[src/rtl/mul_iter_pkg.sv]
// Shared definitions for the iterative multiplier: sequencer states and the
// issue-to-result latency the stall logic budgets for.
package mul_iter_pkg;

  typedef enum logic [1:0] {
    ST_IDLE = 2'd0,
    ST_RUN  = 2'd1,
    ST_FIX  = 2'd2,
    ST_DONE = 2'd3
  } mul_state_e;

  localparam int MUL_W   = 32;
  localparam int MUL_LAT = MUL_W + 1;

  function automatic int mul_lat(input int w);
    return w + 1;
  endfunction

endpackage

[src/rtl/mul_iter_if.sv]
// Operand/result bundle between the EX stage and the iterative multiplier.
interface mul_iter_if #(
  parameter int W = 32
);
  logic         start;
  logic         is_signed;
  logic [W-1:0] a;
  logic [W-1:0] b;
  logic         flush;
  logic         busy;
  logic         done;
  logic [W-1:0] hi;
  logic [W-1:0] lo;
  logic         prod_zero;
  logic         prod_sign;

  modport master (
    output start, is_signed, a, b, flush,
    input  busy, done, hi, lo, prod_zero, prod_sign
  );

  modport slave (
    input  start, is_signed, a, b, flush,
    output busy, done, hi, lo, prod_zero, prod_sign
  );
endinterface

[src/rtl/mul_add_step.sv]
// One shift-add iteration: conditionally add the multiplicand to the upper
// accumulator half, keeping the carry so the shift never loses a bit.
module mul_add_step #(
  parameter int W = 32
) (
  input  logic [W-1:0] acc_hi,
  input  logic [W-1:0] ma,
  input  logic         add,
  output logic [W:0]   sum_c
);

  assign sum_c = add ? ({1'b0, acc_hi} + {1'b0, ma}) : {1'b0, acc_hi};

endmodule

[src/rtl/mul_iter.sv]
// Radix-2 shift-add multiplier: magnitudes are multiplied unsigned over W
// steps, then the sign is applied once in the FIX cycle.
module mul_iter
  import mul_iter_pkg::*;
#(
  parameter int W  = 32,
  parameter int CW = 6
) (
  input  logic       clk,
  input  logic       rst_n,
  mul_iter_if.slave  bus
);

  mul_state_e       state_q, state_d;
  logic [CW-1:0]    cnt_q, cnt_d;
  logic [2*W-1:0]   acc_q, acc_d;
  logic [W-1:0]     ma_q, ma_d;
  logic             neg_q, neg_d;
  logic [W-1:0]     hi_q, hi_d;
  logic [W-1:0]     lo_q, lo_d;
  logic             prod_zero_q, prod_zero_d;
  logic             prod_sign_q, prod_sign_d;

  logic [W:0]       step;
  logic [2*W-1:0]   res;
  logic [W-1:0]     abs_a;
  logic [W-1:0]     abs_b;

  mul_add_step #(.W(W)) u_step (
    .acc_hi (acc_q[2*W-1:W]),
    .ma     (ma_q),
    .add    (acc_q[0]),
    .sum_c  (step)
  );

  // The most negative value maps onto itself, which is the correct magnitude unsigned.
  assign abs_a = (bus.is_signed && bus.a[W-1]) ? -bus.a : bus.a;
  assign abs_b = (bus.is_signed && bus.b[W-1]) ? -bus.b : bus.b;
  assign res   = neg_q ? -acc_q : acc_q;

  always_comb begin
    state_d     = state_q;
    cnt_d       = cnt_q;
    acc_d       = acc_q;
    ma_d        = ma_q;
    neg_d       = neg_q;
    hi_d        = hi_q;
    lo_d        = lo_q;
    prod_zero_d = prod_zero_q;
    prod_sign_d = prod_sign_q;

    if (bus.flush) begin
      state_d = ST_IDLE;
    end else begin
      case (state_q)
        ST_IDLE, ST_DONE: begin
          if (bus.start) begin
            ma_d    = abs_a;
            acc_d   = {{W{1'b0}}, abs_b};
            neg_d   = bus.is_signed & (bus.a[W-1] ^ bus.b[W-1]);
            cnt_d   = '0;
            state_d = ST_RUN;
          end else begin
            state_d = ST_IDLE;
          end
        end
        ST_RUN: begin
          acc_d = {step, acc_q[W-1:1]};
          cnt_d = cnt_q + 1'b1;
          if (cnt_q == CW'(W - 1)) begin
            state_d = ST_FIX;
          end
        end
        ST_FIX: begin
          hi_d        = res[2*W-1:W];
          lo_d        = res[W-1:0];
          prod_zero_d = (res == '0);
          prod_sign_d = res[2*W-1];
          state_d     = ST_DONE;
        end
        default: state_d = ST_IDLE;
      endcase
    end
  end

  always_ff @(posedge clk) begin
    if (!rst_n) begin
      state_q     <= ST_IDLE;
      cnt_q       <= '0;
      acc_q       <= '0;
      ma_q        <= '0;
      neg_q       <= 1'b0;
      hi_q        <= '0;
      lo_q        <= '0;
      prod_zero_q <= 1'b0;
      prod_sign_q <= 1'b0;
    end else begin
      state_q     <= state_d;
      cnt_q       <= cnt_d;
      acc_q       <= acc_d;
      ma_q        <= ma_d;
      neg_q       <= neg_d;
      hi_q        <= hi_d;
      lo_q        <= lo_d;
      prod_zero_q <= prod_zero_d;
      prod_sign_q <= prod_sign_d;
    end
  end

  assign bus.busy      = (state_q == ST_RUN) || (state_q == ST_FIX);
  assign bus.done      = (state_q == ST_DONE);
  assign bus.hi        = hi_q;
  assign bus.lo        = lo_q;
  assign bus.prod_zero = prod_zero_q;
  assign bus.prod_sign = prod_sign_q;

endmodule

[src/flat_wrapper.sv]
// flat-port wrapper written by rule: the top's interface ports become plain ports
module mul_iter_flat import mul_iter_pkg::*;
#(
  parameter int W  = 32,
  parameter int CW = 6
)
  (clk, rst_n, bus_start, bus_is_signed, bus_a, bus_b, bus_flush, bus_busy, bus_done, bus_hi, bus_lo, bus_prod_zero, bus_prod_sign);
  mul_iter_if #(.W(W)) bus_i ();
  input  logic clk;
  input  logic rst_n;
  input wire logic [$bits(bus_i.start)-1:0] bus_start;
  input wire logic [$bits(bus_i.is_signed)-1:0] bus_is_signed;
  input wire logic [$bits(bus_i.a)-1:0] bus_a;
  input wire logic [$bits(bus_i.b)-1:0] bus_b;
  input wire logic [$bits(bus_i.flush)-1:0] bus_flush;
  output wire logic [$bits(bus_i.busy)-1:0] bus_busy;
  output wire logic [$bits(bus_i.done)-1:0] bus_done;
  output wire logic [$bits(bus_i.hi)-1:0] bus_hi;
  output wire logic [$bits(bus_i.lo)-1:0] bus_lo;
  output wire logic [$bits(bus_i.prod_zero)-1:0] bus_prod_zero;
  output wire logic [$bits(bus_i.prod_sign)-1:0] bus_prod_sign;
  assign bus_i.start = bus_start;
  assign bus_i.is_signed = bus_is_signed;
  assign bus_i.a = bus_a;
  assign bus_i.b = bus_b;
  assign bus_i.flush = bus_flush;
  assign bus_busy = bus_i.busy;
  assign bus_done = bus_i.done;
  assign bus_hi = bus_i.hi;
  assign bus_lo = bus_i.lo;
  assign bus_prod_zero = bus_i.prod_zero;
  assign bus_prod_sign = bus_i.prod_sign;
  mul_iter #(.W(W), .CW(CW)) u_core (.clk(clk), .rst_n(rst_n), .bus(bus_i));
endmodule
[config.mk]
export PLATFORM = sky130hd
export DESIGN_NAME = mul_iter_flat
export DESIGN_NICKNAME = d
export VERILOG_FILES = /design/src/rtl/mul_iter_pkg.sv /design/src/rtl/mul_iter_if.sv /design/src/rtl/mul_add_step.sv /design/src/rtl/mul_iter.sv /design/src/flat_wrapper.sv
export SDC_FILE = /design/constraint.sdc
export NUM_CORES = 1
export LEC_CHECK = 0
export CAP_MARGIN = 20
export CORE_UTILIZATION = 40
export DETAILED_ROUTE_END_ITERATION = 12
export PLACE_DENSITY_LB_ADDON = 0.2
export SLEW_MARGIN = 20
export SYNTH_ARGS = -nofsm -noshare
export SYNTH_HDL_FRONTEND = slang
export SYNTH_HIERARCHICAL = 1
export SYNTH_SLANG_ARGS = --single-unit
export TNS_END_PERCENT = 20
[constraint.sdc]
create_clock -name clk -period 5.5 [get_ports clk]
set_input_delay 0.55 -clock clk [delete_from_list [all_inputs] [get_ports clk]]
set_output_delay 0.55 -clock clk [all_outputs]
set_load 0.01 [all_outputs]
==> impl_summary.md <==
Place
Input and output buffers added on the ports amount to roughly 140. The number of placed cells counting well taps is just over 2000. The placer's final routability congestion estimate is roughly 0.91. After detailed placement, the total cell area comes to between 0.01 and 0.015 mm^2. The detailed placement HPWL is around 27 mm.

Timing
The minimum period implied by the final worst setup slack is ~3600 ps. The number of hold violations in the final report is 0. The count of endpoints failing setup in the final report is 0. Headroom to the max-slew limit came out at around 29%.

Timing would allow up to about 0.28 GHz. For the final database, setup skew stands at roughly 11 ps. Setup repair after global routing left no endpoint under its margin.

The total negative slack for setup checks is 0 ps. The total count of max-transition violations in the final report is 0. The pin slew with the least headroom to its limit is around 1100 ps. Dividing the final minimum period by the clock period gives ~65%.

Die
The count of standard-cell rows is 63. The full die area is slightly above 0.03 mm^2. The floorplan core area is 0.0296 mm^2. The count of pins on the block boundary is roughly 140. The initial standard-cell utilization of the core is between 40% and 50%. From bottom edge to top edge, the die measures ~180 um. In this run the horizontal extent of the chip is between 150 and 200 um.

Drt
The first-pass iteration count of the detailed router is 8. The final routed DRC violation total is 0. Summed over all layers, the routed wires come to around 37 mm. The mean number of vias per cell is ~5.7. The count of nets left with antenna violations once routing finished came out at 0. The total number of vias is approximately 12000. The initial detailed-routing violation count is between 900 and 1000. In the final routed layout, each cell accounts on average for 17.6 um.

Yosys
Yosys printed 6 warnings. The post-synth net total is about 1700. A synthesized cell averages about 7.4 um^2. The area of the mapped netlist is about 0.012 mm^2. Of all flip-flops after synthesis, the portion carrying an async set or reset was 0%. The register bit count reported by yosys is between 150 and 200. The register area share after synthesis is between 20% and 30%. The number of instances in the synthesized netlist is 1634. The synthesized netlist contains 84 unique library cells. Counting flops with a built-in enable in the synthesized netlist gives 0. The predominant post-synthesis flop cell is dfxtp_1.

Critical path
The startpoint identified for the worst register-to-register timing path is u_core/acc_q[15]$_SDFFE_PN0P_. The start point of the critical path is u_core/acc_q[15]$_SDFFE_PN0P_. Data on the critical path is required at its endpoint by 5850 ps.

STA classifies the critical path startpoint as a flop. The worst setup path is captured at a flop. The worst setup path is of the reg -> reg kind.

Measured in cells, the most critical reg-to-reg path has a length of 9. The arrival time at the worst endpoint is between 3000 and 4000 ps. Along the worst path, the maximum fanout reaches 11.

Global route
The total global-route track usage is around a quarter. The via count of the first global-routing pass came to ~11000. The sum of overflow across all layers after global routing is 0. Entering global routing, the biggest net connects between 100 and 150 pins. The number of antenna violations at the first check in global routing is 0. The first-pass GRT wire length is about 60 mm.

Clock tree
After clock tree synthesis, the repair step resized 0 gates. In this run the deepest clock path goes through 2 buffers. The setup fix buffers added after clock tree synthesis is 0. Clock tree synthesis inserted a total of 17 buffers. The cell at the root of the clock tree is clkbuf_16. The clock reaches the later pin of the worst-skew pair after between 400 and 500 ps. The number of H-tree branching levels is 4. TritonCTS built the clock tree. The count of clock tree sinks is 170. The CTS clock-pin slew for the worst setup and hold paths is 70 ps. The hold-fix buffer count after cts is 0.

Power and ir drop
The share of total power dissipated in the clock network is 37.6%. In this run switching power makes up 31.4% of total power. The power density over cell area is approximately 230 mW/mm^2. Summing internal, switching and leakage power gives roughly 3300 uW.

In this run, the combinational gates consume a little over a fifth of the power. For this design the static power due to leakage is 0.00490 uW. The analysis attributes to net switching a power of 1040 uW. The cell internal power dissipation is approximately 2300 uW. The largest vdd supply drop is approximately 210 uV. Per report_power, the sequential group accounts for about two fifths of the total.

Outcome
The flow ran to the end, and the final reports show no timing, DRC or antenna violations.

Final layout
The cell area after layout is between 0.01 and 0.015 mm^2. The utilization after layout is around 48%. After the flow finishes, the layout carries non-filler instances totaling 2081. From synthesis to final layout, the design area changed by 17.5%. The net count reported at finish is roughly 1800. Cells with a size suffix above 1 make up under 10% of the layout. The number of antenna repair diodes is 0.

Job
The tool flagged a number of max-cap violations equal to 0.

Worst hold path
The cell count of the worst hold path is 2. The worst hold path belongs to the class reg -> reg. The critical hold path startpoint is u_core/ma_q[0]$_SDFFE_PN0P_.
logic make-up (layout without fill, tap and decap cells):
kind of cell	after synthesis	count (layout)	synth area share, %
AO/OA/AOI/OAI	454	454	24.2
XOR/XNOR	139	139	10.1
adder cells (fa/ha/maj)	42	42	4.43
buffers and inverters	148	205	4.85
flip-flops	170	170	28.3
multiplexers	24	24	2.18
AND/OR/NAND/NOR	657	657	26.0
cells in the mapped netlist (all sizes together) (35+ instances only):
cell type    n  area (um^2)
xnor2       56          490
o21ai      104          524
dfxtp      170         3400
nand3       35          180
clkbuf     100          377
ha          41          513
nor2       180          676
xor2        83          727
a211oi      74          561
a21oi      141          706
nand2      246          926
stage by stage:
| stage | hold WS (ps) | setup slack (ps) |
|---|---|---|
| floorplan | 436 | 2410 |
| global placement | 460 | 1570 |
| detailed placement | 455 | 1530 |
| CTS | 465 | 1890 |
| global route | 490 | 1660 |
| finish | 465 | 1910 |
worst paths after layout:
| path | endpoint | slack, ps |
|---|---|---|
| hold reg to reg | u_core/ma_q[0]$_SDFFE_PN0P_ | 460 |
| setup reg to reg | u_core/bus.prod_zero$_SDFFE_PN0P_ | 1910 |
| hold / removal | u_core/ma_q[0]$_SDFFE_PN0P_ | 460 |
| setup / recovery | u_core/bus.prod_zero$_SDFFE_PN0P_ | 1910 |
state kept, by name, summed over array words and instances, names as in the netlist:
name,count
u_core/bus.hi,32
u_core/bus.prod_zero,1
u_core/ma_q,32
u_core/neg_q,1
u_core/acc_q,64
u_core/bus.lo,32
u_core/state_q,2
u_core/cnt_q,6
placed cells by master (no fill, tap or decap), drive strengths merged, types with 7 or more instances in the layout:
| cell | n |
|---|---|
| nand2b | 14 |
| xor2 | 83 |
| nor4 | 27 |
| clkbuf | 21 |
| and3 | 10 |
| a311oi | 8 |
| o41ai | 15 |
| inv | 28 |
| a21oi | 141 |
| o211ai | 17 |
| a211oi | 74 |
| a31oi | 10 |
| dfxtp | 170 |
| and2 | 9 |
| o31ai | 24 |
| or2 | 8 |
| o21bai | 8 |
| xnor2 | 56 |
| nor3 | 34 |
| mux2 | 18 |
| nand3 | 35 |
| or4 | 16 |
| nand2 | 246 |
| o21a | 7 |
| nor2 | 180 |
| ha | 41 |
| or3 | 17 |
| o21ai | 104 |
| clkdlybuf4s50 | 136 |
| buf | 13 |
| nand4 | 34 |
| a21o | 11 |
| nor2b | 7 |
worst max-delay path, stage by stage (launching register included):
cell and delay [ps]:
dfxtp_1 440, nor4_2 600, and3_1 420, and4_1 300
nand4b_1 290, o21ai_0 360, nand2_1 90, a211o_1 300
or4_1 510, o31ai_1 200
power by group through the flow:
stage               Sequential, uW  Combinational, uW  Clock, uW
floorplan                     1350                492          0
global placement              1390                681          0
detailed placement            1390                687          0
CTS                           1360                689       1260
global route                  1370                766       1320
finish                        1360                696       1240
metal layers:
metal,global-route usage [%],share of wire [%]
met1,36.0,50
met3,3.14,6.7
met5,0,0
met2,35.0,43
met4,5.72,1.0
final cells by class:
type                       count  area (um^2)
inverter                      25         95.1
tap                          390          488
timing repair buffer         149         1460
fill                        3016        15500
sequential                   170         3400
multi-input combinational   1316         8110
clock buffer                  21          460
clock inverter                10          130
Power figures use the tool's default switching activity.
